File: src/rtl/witness_search_ctrl.sv
// Witness search sequencer: walks candidate i vectors upward against one formula evaluator until out==1.
// Optional build macro WITNESS_SEARCH_PIPE_EN registers the evaluator result (1-cycle evaluator latency).
module witness_search_ctrl #(
  parameter int NX = 4,
  parameter int NI = 9
) (
  input  logic          clk,
  input  logic          rst_n,
  input  logic          start,
  input  logic          abort,
  input  logic [NX-1:0] x_in,
  output logic          busy,
  output logic          done,
  output logic          found,
  output logic [NI-1:0] witness,
  output logic [NI:0]   eval_cnt,
  output logic [NX-1:0] fml_x,
  output logic [NI-1:0] fml_i,
  input  logic          fml_out
);

  typedef enum logic [1:0] {
    IDLE,
    SEARCH,
    DONE
  } state_t;

  localparam logic [NI-1:0] CAND_MAX = '1;

  state_t state;

`ifdef WITNESS_SEARCH_PIPE_EN
  // Result pipeline: res_* describe the candidate whose registered answer is visible this cycle.
  logic          issue_en;
  logic          res_vld;
  logic          res_out;
  logic [NI-1:0] res_cand;
`endif

  // NOTE: every register here uses non-blocking assignments so all state updates
  // see the pre-edge values; a later assignment in the same branch overrides an earlier one.
  always_ff @(posedge clk or negedge rst_n) begin
    if (!rst_n) begin
      state    <= IDLE;
      busy     <= 1'b0;
      done     <= 1'b0;
      found    <= 1'b0;
      witness  <= '0;
      eval_cnt <= '0;
      fml_x    <= '0;
      fml_i    <= '0;
`ifdef WITNESS_SEARCH_PIPE_EN
      issue_en <= 1'b0;
      res_vld  <= 1'b0;
      res_out  <= 1'b0;
      res_cand <= '0;
`endif
    end else begin
      done <= 1'b0;
      case (state)
        IDLE: begin
          if (start) begin
            fml_x    <= x_in;
            fml_i    <= '0;
            found    <= 1'b0;
            witness  <= '0;
            eval_cnt <= '0;
            busy     <= 1'b1;
            state    <= SEARCH;
`ifdef WITNESS_SEARCH_PIPE_EN
            issue_en <= 1'b1;
            res_vld  <= 1'b0;
`endif
          end
        end

        SEARCH: begin
          if (abort) begin
            busy  <= 1'b0;
            found <= 1'b0;
            state <= IDLE;
`ifdef WITNESS_SEARCH_PIPE_EN
            issue_en <= 1'b0;
            res_vld  <= 1'b0;
`endif
          end else begin
`ifdef WITNESS_SEARCH_PIPE_EN
            res_vld  <= issue_en;
            res_out  <= fml_out;
            res_cand <= fml_i;
            if (issue_en) begin
              if (fml_i == CAND_MAX) issue_en <= 1'b0;
              else                   fml_i    <= fml_i + 1'b1;
            end
            if (res_vld) begin
              eval_cnt <= eval_cnt + 1'b1;
              // A hit on the delayed candidate wins; the newer issued candidate is dropped uncounted.
              if (res_out) begin
                witness  <= res_cand;
                found    <= 1'b1;
                busy     <= 1'b0;
                done     <= 1'b1;
                state    <= DONE;
                issue_en <= 1'b0;
                res_vld  <= 1'b0;
              end else if (res_cand == CAND_MAX) begin
                found    <= 1'b0;
                busy     <= 1'b0;
                done     <= 1'b1;
                state    <= DONE;
                issue_en <= 1'b0;
                res_vld  <= 1'b0;
              end
            end
`else
            eval_cnt <= eval_cnt + 1'b1;
            if (fml_out) begin
              witness <= fml_i;
              found   <= 1'b1;
              busy    <= 1'b0;
              done    <= 1'b1;
              state   <= DONE;
            end else if (fml_i == CAND_MAX) begin
              found <= 1'b0;
              busy  <= 1'b0;
              done  <= 1'b1;
              state <= DONE;
            end else begin
              fml_i <= fml_i + 1'b1;
            end
`endif
          end
        end

        DONE: begin
          state <= IDLE;
        end

        default: begin
          state <= IDLE;
          busy  <= 1'b0;
        end
      endcase
    end
  end

endmodule

File: config.mk
export PLATFORM = sky130hd
export DESIGN_NAME = witness_search_ctrl
export DESIGN_NICKNAME = d
export VERILOG_FILES = /design/src/rtl/witness_search_ctrl.sv
export SDC_FILE = /design/constraint.sdc
export NUM_CORES = 1
export LEC_CHECK = 0
export CAP_MARGIN = 25
export CORE_MARGIN = 1.5
export CORE_UTILIZATION = 30
export DETAILED_ROUTE_END_ITERATION = 8
export SYNTH_ARGS = -nofsm -noshare
export SYNTH_HDL_FRONTEND = slang
export SYNTH_SLANG_ARGS = --single-unit
File: constraint.sdc
create_clock -name clk -period 3 [get_ports clk]
set_input_delay 0.6 -clock clk [delete_from_list [all_inputs] [get_ports clk]]
set_output_delay 0.6 -clock clk [all_outputs]
set_load 0.01 [all_outputs]
=== Word level (Yosys, flattened, before mapping) ===
Cells that the tools add are included.

* Bits in registers: 37
* Latch bits: 0
* Memory bits (writable): 0
* ROM bits: 0
* Input port bits: 9
* Output and inout bits: 35
* Word-level logic and storage cells: 58
* Memories kept: 0

* Add/subtract/negate cells: 2
* Multipliers: 0
* Divide/modulo/power cells: 0
* Order comparisons: 0
* Eq/ne operators: 9
* Shifts and indexed selects: 0
* Muxes and demuxes: 29
* Bitwise logic cells: 1
* Reductions and logical operators: 9

{| class="wikitable"
|+ Operators with widths
! operator !! number
|-
| 9-bit two-way mux || 6
|-
| 9-bit one-hot mux with 2 select lines || 2
|-
| 10-bit two-way mux || 2
|-
| 10-bit one-hot mux with 2 select lines || 1
|-
| 1-bit two-way mux || 11
|-
| 10-bit by 1-bit adder with 10-bit output, second input constant || 1
|-
| 2-bit != test, second input constant || 5
|-
| 9-bit by 1-bit adder with 9-bit output, second input constant || 1
|-
| 9-bit == test, second input constant || 1
|-
| 3-bit AND reduction || 3
|-
| 2-bit two-way mux || 4
|-
| 5-bit AND reduction || 1
|-
| 4-bit != test, second input constant || 1
|-
| 2-bit one-hot mux with 2 select lines || 1
|-
| 2-bit AND reduction || 2
|-
| 4-bit AND reduction || 1
|-
| 1-bit one-hot mux with 3 select lines || 1
|-
| 2-bit by 1-bit == test with 1-bit output, second input constant || 1
|-
| 2-bit == test, second input constant || 1
|-
| 2-bit logical NOT || 1
|-
| 1-bit one-hot mux with 2 select lines || 1
|-
| 2-bit nonzero test || 1
|-
| 1-bit NOT || 1
|}

=== Logic depth before layout (Yosys ltp) ===
* Depth after elaboration: 5
* Gate-level depth with buffers: 8
* Mapped depth without buffers: 8

=== Worst setup path after synthesis ===
No wires, ideal clock.

* Path kind: register to register
* Start: reg fml_i[0]
* End: reg fml_i[6]
* Library setup time: 79 ps
* Arrival time: 2,408 ps
* Data required time: 2,921 ps
* Setup slack: 513 ps
* Cell stages (with the launch flop): 9
* Buffers on the path: 0
* Clock period less this slack: 2,487 ps
* Cell sequence: dfrtp_1 -> ha_1 -> nand3_1 -> nor3_1 -> ha_1 -> or4b_4 -> a21o_1 -> or4_1 -> a21oi_1

* Word-level cells in the longest chain between the ends: 5
* Elaborated cells on any way between the ends: 8
* Those cells by class: add/sub: 1; eq/ne: 2; mux: 4; reduce/logical: 1

{| class="wikitable"
|+ Ends and longest elaborated chain
! what !! line !! RTL
|-
| from (decl) || 18 || <nowiki>output logic [NI-1:0] fml_i,</nowiki>
|-
| from (signal assigned) || 129 || <nowiki>fml_i <= fml_i + 1'b1;</nowiki>
|-
| 9-bit by 1-bit adder with 9-bit output || 129 ||
|-
| 9-bit two-way mux || 123 || <nowiki>end else if (fml_i == CAND_MAX) begin</nowiki>
|-
| 9-bit two-way mux || 117 || <nowiki>if (fml_out) begin</nowiki>
|-
| 9-bit two-way mux || 78 || <nowiki>if (abort) begin</nowiki>
|-
| 9-bit one-hot mux with 2 select lines || 60 || <nowiki>case (state)</nowiki>
|}

Parallel ways exist; a longest one is shown, timed or not. The select of a mux whose other input is x is not followed.
A chain may end at the register's enable or synchronous reset.

=== Worst setup path after layout ===
Ends and elaborated chain as after synthesis.

==> metrics <==
outcome=finished clean; largest cells by area after synthesis=dfrtp_1, nand2_1, o21ai_0, xnor2_1, mux2_2; final design instance area without fill=2310 µm²; Final setup viols=0; Clock Sinks=37; IR drop worst, VDD=approximately 0.00025 V; area of the mapped netlist=1710 µm²; critical path peak fanout=9; Pwr Total=1110 µW; Distinct cells, synth=35; DR iter-0 viols=96; area of the multi-input gates=746 µm²; minimum clock period=2640 ps; final hold vios=0; vias in the first global route=1243; Post-Route WL=3750 µm; Seq/Total Area, Yosys=54.2%; worst r2r src=fml_i[0]; synthesized flop and latch total=37; CP Class=reg2reg; Clk pin slew, worst setup/hold paths=70 ps; Final Slew Violations=0; pwr dens=between 400 and 500 nW/µm²; I/O pins=44; layout cells sized above 1=roughly 8%; max-cap viol count=0; TritonCTS buffer count=5; fmax=0.379 GHz; Die ar.=about 6000 µm²; crit path capture=fml_i[6]; Storage cell area=926 µm²; Initial Util=between 30% and 40%; vias=1362; Nets=between 200 and 250; CTS H-tree lvls=2; syn_nets=180; Die H=78.5 µm; synth warn=0; post_cts resized=0; commonest non-fill, non-tap cell in the layout=clkdlybuf4s50_1; Hold WC Path Type=in2async; Clock Latency Late Sink=between 200 and 300 ps; CP arrival=2850 ps; fillers=561; r2r endpoint=fml_i[6]; Leak Pwr=about 0.00093 µW; Final ANT Viol Nets=0; Clock Path Buffers=2; Worst Tran Pin Value=876 ps; TritonCTS clock tree=yes; top cell type's share of synthesized area=54.2%; Overall Global Routing Usage=12.8%; CTS Root Cell=clkbuf_8; final worst-path cycle share=88.0%; First-pass DRT Iterations=4; post-CTS setup buffers=0; CP startpoint=fml_i[0]; total congestion overflow=0; RSZ-0062 raised after global routing=no; CP Data Required Time=3210 ps; initial antenna violation count=0; CTS Hold Bufs=0; Core Area=5510 µm²; Area Overhead vs Synth=35.0%; DRC Markers=0; Horiz. Die Dim=78.5 µm; Slew headroom=about 41%; clock skew=8.01 ps; Setup TNS=0 ps; Startpoint Class=register; Port Buffer Count=43; reg2reg setup slack=360 ps; most frequent cells in the layout=clkdlybuf4s50_1, dfrtp_1, nand2_1; crit end category=register; Mean Syn Cell Area=10.2 µm²; ant diodes=0; vias per inst=4.75; largest area contributor in the netlist=dfrtp_1; Placer Congestion=between 0.8 and 0.9; DP HPWL=2660 µm; global-route wire length before repair=6090 µm; cells on worst reg2reg path=8; Syn Inst Count=168; row cnt=27; largest net degree at the start of global routing=38; wire length per cell=roughly 13 µm; DP Area=2220 µm²
==> worst min-delay path by stage <==
stage	startpoint	endpoint	depth (start not counted)
floorplan	rst_n	busy	0
global placement	witness[2]	witness[2]	2
detailed placement	witness[7]	witness[7]	2
CTS	rst_n	witness[8]	1
global route	rst_n	fml_i[8]	1
finish	rst_n	fml_i[8]	1
==> final cells by class <==
class                   instances  share of cell area (%)
well taps                      72                    3.90
inverters                       3                   0.488
multi-input cells             122                    32.3
clock buffers                   7                    3.74
flip-flops and latches         37                    40.1
repair buffers                 46                    19.4
==> flip-flops by register name, summed over array words and instances (netlist names) <==
signal    cells
eval_cnt     10
fml_i         9
witness       9
fml_x         4
state         2
busy          1
done          1
found         1
==> metal layers <==
layer | routed length (µm) | global-route usage (%) | vias to the layer above
met5 | 0 | 0 | -
met4 | 75 | 5.89 | 0
met3 | 184 | 3.37 | 6
met2 | 1720 | 19.8 | 31
met1 | 1770 | 16.8 | 640
li1 | - | - | 685
==> critical path: stages (launching register included) <==
cell and delay, ps:
dfrtp_1 460, ha_1 260, nand3_1 150, nor3_1 80, ha_1 240, or4b_4 530
a21o_1 280, or4_1 420, a21oi_1 150
==> metrics by stage <==
| stage | setup WS [ps] | instances | hold slack, ps | utilization (%) |
|---|---|---|---|---|
| detailed placement | 390 | 280 | 474 | 40.3 |
| CTS | 366 | 287 | 442 | 41.9 |
| floorplan | 513 | 168 | 304 | - |
| global placement | 429 | 280 | 464 | 40.3 |
| finish | 361 | 287 | 411 | 41.9 |
| global route | 196 | 287 | 475 | 41.9 |
==> report_power, final <==
group | switching, µW | internal [µW]
Clock | 165 | 182
Sequential | 37.8 | 533
Combinational | 94.0 | 100
==> synthesized netlist by cell type, drive strengths merged <==
cell and instances:
nor3 2, a2111oi 3, or3 3, a211o 1, a21o 2, nand2b 3, a21oi 7, nand4 3
xor2 2, clkbuf 5, o21ai 15, buf 1, dfrtp 37, nor3b 1, ha 3, o31ai 1
o21a 2, a22o 1, nand2 31, or4b 1, nor2b 1, a2111o 1, and4b 1, or4 1
o21bai 1, mux2 5, nand3 3, a211oi 3, xnor2 7, a32o 1, nand3b 2, nor2 13
inv 3, nand4b 2
==> cells by family (layout without fill, tap and decap cells) <==
logic type                 Yosys count  count (layout)  synth area share [%]
AOI/OAI and AO/OA                   38              38                  14.6
xor gates and xnor gates             9               9                  4.61
DFF                                 37              37                  54.2
muxes                                5               5                  3.29
buffers and inverters                9              56                  2.20
and+or+nand+nor                     67              67                  19.0
adders and majority gates            3               3                  2.20
No activity file was read; power rests on OpenSTA's default activity.
